`src/rtl/fft_input_loader.sv`:
```
// Ping-pong input loader for a streaming FFT: accepts LANES complex samples per beat
// and writes them to one of two banks in natural or bit-reversed point order.
// The consumer handshake port is bank_release because "release" is a reserved word.
module fft_input_loader #(
    parameter int N             = 32,
    parameter int word_size     = 16,
    parameter int LANES         = 2,
    parameter int address_width = $clog2(N)
) (
    input  logic                             clk,
    input  logic                             reset,
    input  logic                             en,
    input  logic                             in_valid,
    input  logic [LANES*2*word_size-1:0]     samples,
    input  logic                             bitrev_en,
    input  logic                             bank_release,
    output logic                             in_ready,
    output logic                             wr_en,
    output logic                             wr_bank,
    output logic [LANES*address_width-1:0]   wr_addr,
    output logic [LANES*2*word_size-1:0]     wr_data,
    output logic                             busy,
    output logic                             frame_done,
    output logic                             o_input_valid,
    output logic                             rd_bank
);

    localparam int AW = address_width;

    localparam logic [1:0] IDLE      = 2'd0;
    localparam logic [1:0] LOAD      = 2'd1;
    localparam logic [1:0] WAIT_BANK = 2'd2;

    localparam logic [AW-1:0] LAST_CNT = AW'(N - LANES);

    logic [AW-1:0]          cnt;
    logic                   wb;
    logic                   mode;
    logic [1:0]             full;
    logic [1:0]             state;
    logic                   accept;
    logic                   last_beat;
    logic                   cur_mode;
    logic [1:0]             set_mask;
    logic [1:0]             clr_mask;
    logic [1:0]             full_next;
    logic [LANES*AW-1:0]    next_addr;

    function automatic logic [AW-1:0] bit_rev(input logic [AW-1:0] a);
        logic [AW-1:0] r;
        for (int i = 0; i < AW; i++) r[i] = a[AW-1-i];
        return r;
    endfunction

    assign in_ready      = en & ~reset & ~full[wb];
    assign accept        = in_valid & in_ready;
    assign last_beat     = (cnt == LAST_CNT);
    // The addressing mode is sampled on a frame's first beat and frozen for the rest.
    assign cur_mode      = (cnt == '0) ? bitrev_en : mode;
    assign busy          = (state == LOAD);
    assign o_input_valid = full[rd_bank];

    // A completed bank is marked full on the cycle after its final write is presented.
    assign set_mask  = frame_done ? (2'b01 << wr_bank) : 2'b00;
    assign clr_mask  = (bank_release && full[rd_bank]) ? (2'b01 << rd_bank) : 2'b00;
    assign full_next = (full & ~clr_mask) | set_mask;

    // NOTE: every variable written in always_comb gets a default first, so no latch is inferred.
    always_comb begin
        next_addr = '0;
        for (int k = 0; k < LANES; k++) begin
            logic [AW-1:0] a;
            a = cnt + AW'(k);
            next_addr[k*AW +: AW] = cur_mode ? bit_rev(a) : a;
        end
    end

    // NOTE: sequential state uses non-blocking assignments so every register samples pre-edge values.
    always_ff @(posedge clk) begin
        if (reset) begin
            cnt        <= '0;
            wb         <= 1'b0;
            mode       <= 1'b0;
            full       <= 2'b00;
            rd_bank    <= 1'b0;
            state      <= IDLE;
            wr_en      <= 1'b0;
            wr_bank    <= 1'b0;
            wr_addr    <= '0;
            wr_data    <= '0;
            frame_done <= 1'b0;
        end else begin
            wr_en      <= accept;
            frame_done <= accept & last_beat;
            if (accept) begin
                wr_bank <= wb;
                wr_addr <= next_addr;
                wr_data <= samples;
                cnt     <= last_beat ? '0 : cnt + AW'(LANES);
                if (cnt == '0) mode <= bitrev_en;
                if (last_beat) wb <= ~wb;
            end

            full <= full_next;
            if (clr_mask != 2'b00) rd_bank <= ~rd_bank;

            case (state)
                IDLE, LOAD: begin
                    if (accept) begin
                        if (!last_beat)         state <= LOAD;
                        else if (full_next[!wb]) state <= WAIT_BANK;
                        else                    state <= IDLE;
                    end
                end
                WAIT_BANK: if (!full[wb]) state <= IDLE;
                default:   state <= IDLE;
            endcase
        end
    end

endmodule
```
`config.mk`:
```
export PLATFORM = sky130hd
export DESIGN_NAME = fft_input_loader
export DESIGN_NICKNAME = d
export VERILOG_FILES = /design/src/rtl/fft_input_loader.sv
export SDC_FILE = /design/constraint.sdc
export NUM_CORES = 1
export LEC_CHECK = 0
export BUFFER_PORTS_ARGS = -buffer_cell sky130_fd_sc_hd__buf_4
export CAP_MARGIN = 15
export CORE_MARGIN = 2
export CORE_UTILIZATION = 40
export DETAILED_ROUTE_END_ITERATION = 8
export GPL_TIMING_DRIVEN = 0
export PLACE_DENSITY_LB_ADDON = 0.3
export SLEW_MARGIN = 10
export SYNTH_ARGS = -nofsm -noshare
export SYNTH_HDL_FRONTEND = slang
export SYNTH_SLANG_ARGS = --single-unit
```
`constraint.sdc`:
```
create_clock -name clk -period 1.6 [get_ports clk]
set_input_delay 0.4 -clock clk [delete_from_list [all_inputs] [get_ports clk]]
set_output_delay 0.4 -clock clk [all_outputs]
set_load 0.03 [all_outputs]
```
# After elaboration in Yosys (flattened, before gate mapping)
# Cells that the tools add are included.
# classes
n_shift,2
n_eq_ne,5
addsub,2
order_cmp,3
n_reduce_logical,8
muxes,17
n_bitwise,11
# op_table
operator,count
$mux W5,3
$mux W2,6
$mux W1,7
$lt A1 B2 Y1 const B,3
$add A5 B1 Y5 const B,1
$add A5 B2 Y5 const B,1
$eq A5 B5 Y1 const B,1
$logic_not A5 Y1,1
$and A1 B1 Y1,4
$ne A2 B2 Y1 const B,2
$not A1 Y1,4
$pmux W2 S2,1
$reduce_and A2 Y1,2
$shl A1 B1 Y2 const A,2
$and A2 B2 Y2,1
$eq A2 B1 Y1 const B,1
$eq A2 B2 Y1 const B,1
$logic_not A2 Y1,1
$not A2 Y2,1
$or A2 B2 Y2,1
$reduce_bool A2 Y1,1
$reduce_or A2 Y1,1
$logic_and A1 B1 Y1,1
$logic_not A1 Y1,1
# word_totals
word_cells,59
out_inout_bits,81
in_bits,70
reg_bits,89

# Depth between registers and ports, before layout
# logic_depth
ltp_word,13
ltp_mapped,7
depth_no_buf,5

# Worst setup path after synthesis
# No wires, ideal clock.
# synth_timing
path_type,flip-flop to output port
from,register wb
to,output in_ready
path_buffers,0
path_slack_ns,-0.303
t_required_ns,1.200
path_stages_with_launch,3
arrival_ns,1.503
path_cell_list,dfxtp_1 -> mux2_4 -> nor3b_1
# synth_via
elab_chain_cells,4
# synth_lines
item,line,rtl
from (decl),37,logic wb;
from (signal assigned),101,if (last_beat) wb <= ~wb;
$mux W1 (not written as such) (2 in a row),55,assign in_ready = en & ~reset & ~full[wb];
$not A1 Y1,55,
$and A1 B1 Y1,55,
to (decl),17,"output logic in_ready,"
# No other way between the ends. The select of a mux whose other input is x is not followed.

# Final worst setup path
# Same ends and word-level chain as after synthesis.

==> results.cfg <==
[sta]
worst_slack_ps = -173
period_share_pct = 111
maxSlewViolCount = 0
fmax_mhz = 564
hold_ws_ps = 242
grt_setup_unrepaired = yes
setup_viol = 1
tns_ps = -173
hold_viol_final = 0
fin_crit_ps = 1770
worst_pin_slew_ps = 464
slew_headroom_pct = 69.1
skew_ps = 11.1

[power_and_ir_drop]
leakagePower_nw = 2.08
total_power_mw = 4.79
p_per_area_nw_per_um2 = 983
ir_worst_vdd_v = 0.000537

[layout]
layout_commonest_cell = buf_4
final_cell_mix = buf_4, dfxtp_1, nand2_1
fin_nets = 617
fin_util_pct = 59.9
finalNonFillerCells = 656
layout-drive-gt1-share_pct = 34.8
final_area_um2 = 4870
antenna-diode-count = 0
syn2layout_area_growth_pct = 46.8

[cts]
cts-htree-levels = 3
cts.sinks = 88
holdBufCountCts = 0
cts-buffers-inserted = 9
clock_latency_ps = 350
path_clk_slew_ps = 90
cts_tree = built
clockRootBuffer = clkbuf_8
clk_path_buf_depth = 2

[worst_setup_path]
critPathLaunch = wb$_SDFFE_PP0P_
cp_cell_sequence = mux2_4 > nor3b_4 > buf_6
worst_setup_path_end_kind = primary output
max_stage_delay_ps = 370
r2r-start = wb$_SDFFE_PP0P_
cp_max_fo = 3
arrival_ps = 1370
critPathRequiredTime_ps = 1200
crit_slowest_cell = dfxtp_4
cp-start-kind = register
worstSetupPathType = reg -> out

[grt]
grt_pass1_vias = 2996
grt_pass1_wl_um = 13500
antenna_found_initial = 0
grt_max_degree = 16
grt_overflow_total = 0
grt_usage_pct = 19.0

[floorplan]
row_count = 33
die_area_um2 = 9040
core-area_um2 = 8130
num_io_pins = 151
dieHeight_um = 95.1
initial_core_util_pct = 40.8
die_w_um = 95.1

[yosys]
synth.distinct_cells = 31
synth_area_per_cell_um2 = 8.67
ys_ff_latch = 88
ys_warn_count = 0
async_flop_share_pct = 0
synth_edf_count = 0
synth_area_um2 = 3320
syn-num-nets = 454
syn-instance-count = 383
synthFlopType = dfxtp_1
synth-seq-area-share_pct = 53.1

[routing]
drc = 0
drt_iter0_markers = 115
vias = 3090
drt-total-wl_um = 8570
vias_per_cell = 4.71
wl_per_cell_um = 13.1
ant_nets = 0
firstDrtPassIters = 4

[job]
max-cap-violations = 0

[place]
dp_hpwl_um = 6290
gp_congestion = 0.726
dp_cells = 638
io_buffers = 150
pre_cts_slack_ps = -451
placed_area_um2 = 4590

[outcome]
violations = negative setup slack
status = finished with violations

[min_path]
hold_path_class = in -> reg
hp-start = samples[56]
==> state kept, by name, indices dropped and copies added (netlist names) <==
register and cells:
wr_data 64, wr_addr 10, cnt 4, full 2, state 2, frame_done 1, mode 1, rd_bank 1
wb 1, wr_bank 1, wr_en 1
==> critical path, delay by kind of cell (launching register included) <==
kind                   cells  cell delay (ps)
buffers and inverters      1              150
muxes                      1              320
and+or+nand+nor            1              180
DFF                        1              370
==> metal layers <==
layer | routed length, um | global-route usage, % | share of wire, %
met1 | 3840 | 22.7 | 45
met2 | 4050 | 31.6 | 47
met3 | 554 | 6.56 | 6.5
met4 | 122 | 6.76 | 1.4
met5 | 0 | 0 | 0
==> synth_stat cells, types with 5 or more instances <==
| cell | instances | area share [%] |
|---|---|---|
| mux2i_1 | 5 | 1.5 |
| buf_2 | 10 | 1.5 |
| dfxtp_1 | 88 | 53 |
| clkbuf_1 | 15 | 1.7 |
| nand2b_1 | 66 | 12 |
| nor3_1 | 5 | 0.75 |
| a21oi_1 | 11 | 1.7 |
| o21ai_0 | 66 | 10 |
| nor2_1 | 7 | 0.79 |
| nand2_1 | 73 | 8.3 |
==> cell type report <==
type | instances | area (um2)
Buffer | 25 | 130
Multi-Input combinational cell | 264 | 1440
Timing Repair Buffer | 153 | 1150
Clock buffer | 10 | 138
Sequential cell | 88 | 1770
Inverter | 5 | 21.3
Fill cell | 737 | 3260
Tap cell | 105 | 131
Clock inverter | 6 | 91.3
==> final timing paths <==
| path | slack [ps] | depth (start not counted) | end |
|---|---|---|---|
| hold reg to reg | 460 | 2 | wr_addr[4]$_SDFFE_PP0P_ |
| setup reg to reg | 10 | 7 | wr_data[33]$_SDFFE_PP0P_ |
| setup / recovery | -170 | 3 | in_ready |
| hold / removal | 240 | 3 | wr_data[56]$_SDFFE_PP0P_ |
==> where the power goes <==
part	switching, mW	internal (mW)
Sequential	0.0591	2.29
Combinational	0.394	0.324
Clock	0.792	0.931
Total	1.24	3.54
==> cells by family after synthesis <==
kind of cell,share of synthesized area [%]
AO/OA/AOI/OAI,14.2
XOR/XNOR,0.792
adder cells (fa/ha/maj),0.377
buffers and inverters,3.88
flip-flops,53.1
multiplexers,1.96
AND/OR/NAND/NOR,25.7
==> repair_timing <==
action,in CTS,in global routing
setup buffers,2,1
gates resized for setup,14,8
pin swaps,1,1
setup endpoints to repair,82,82
No activity file was read; power rests on OpenSTA's default activity.
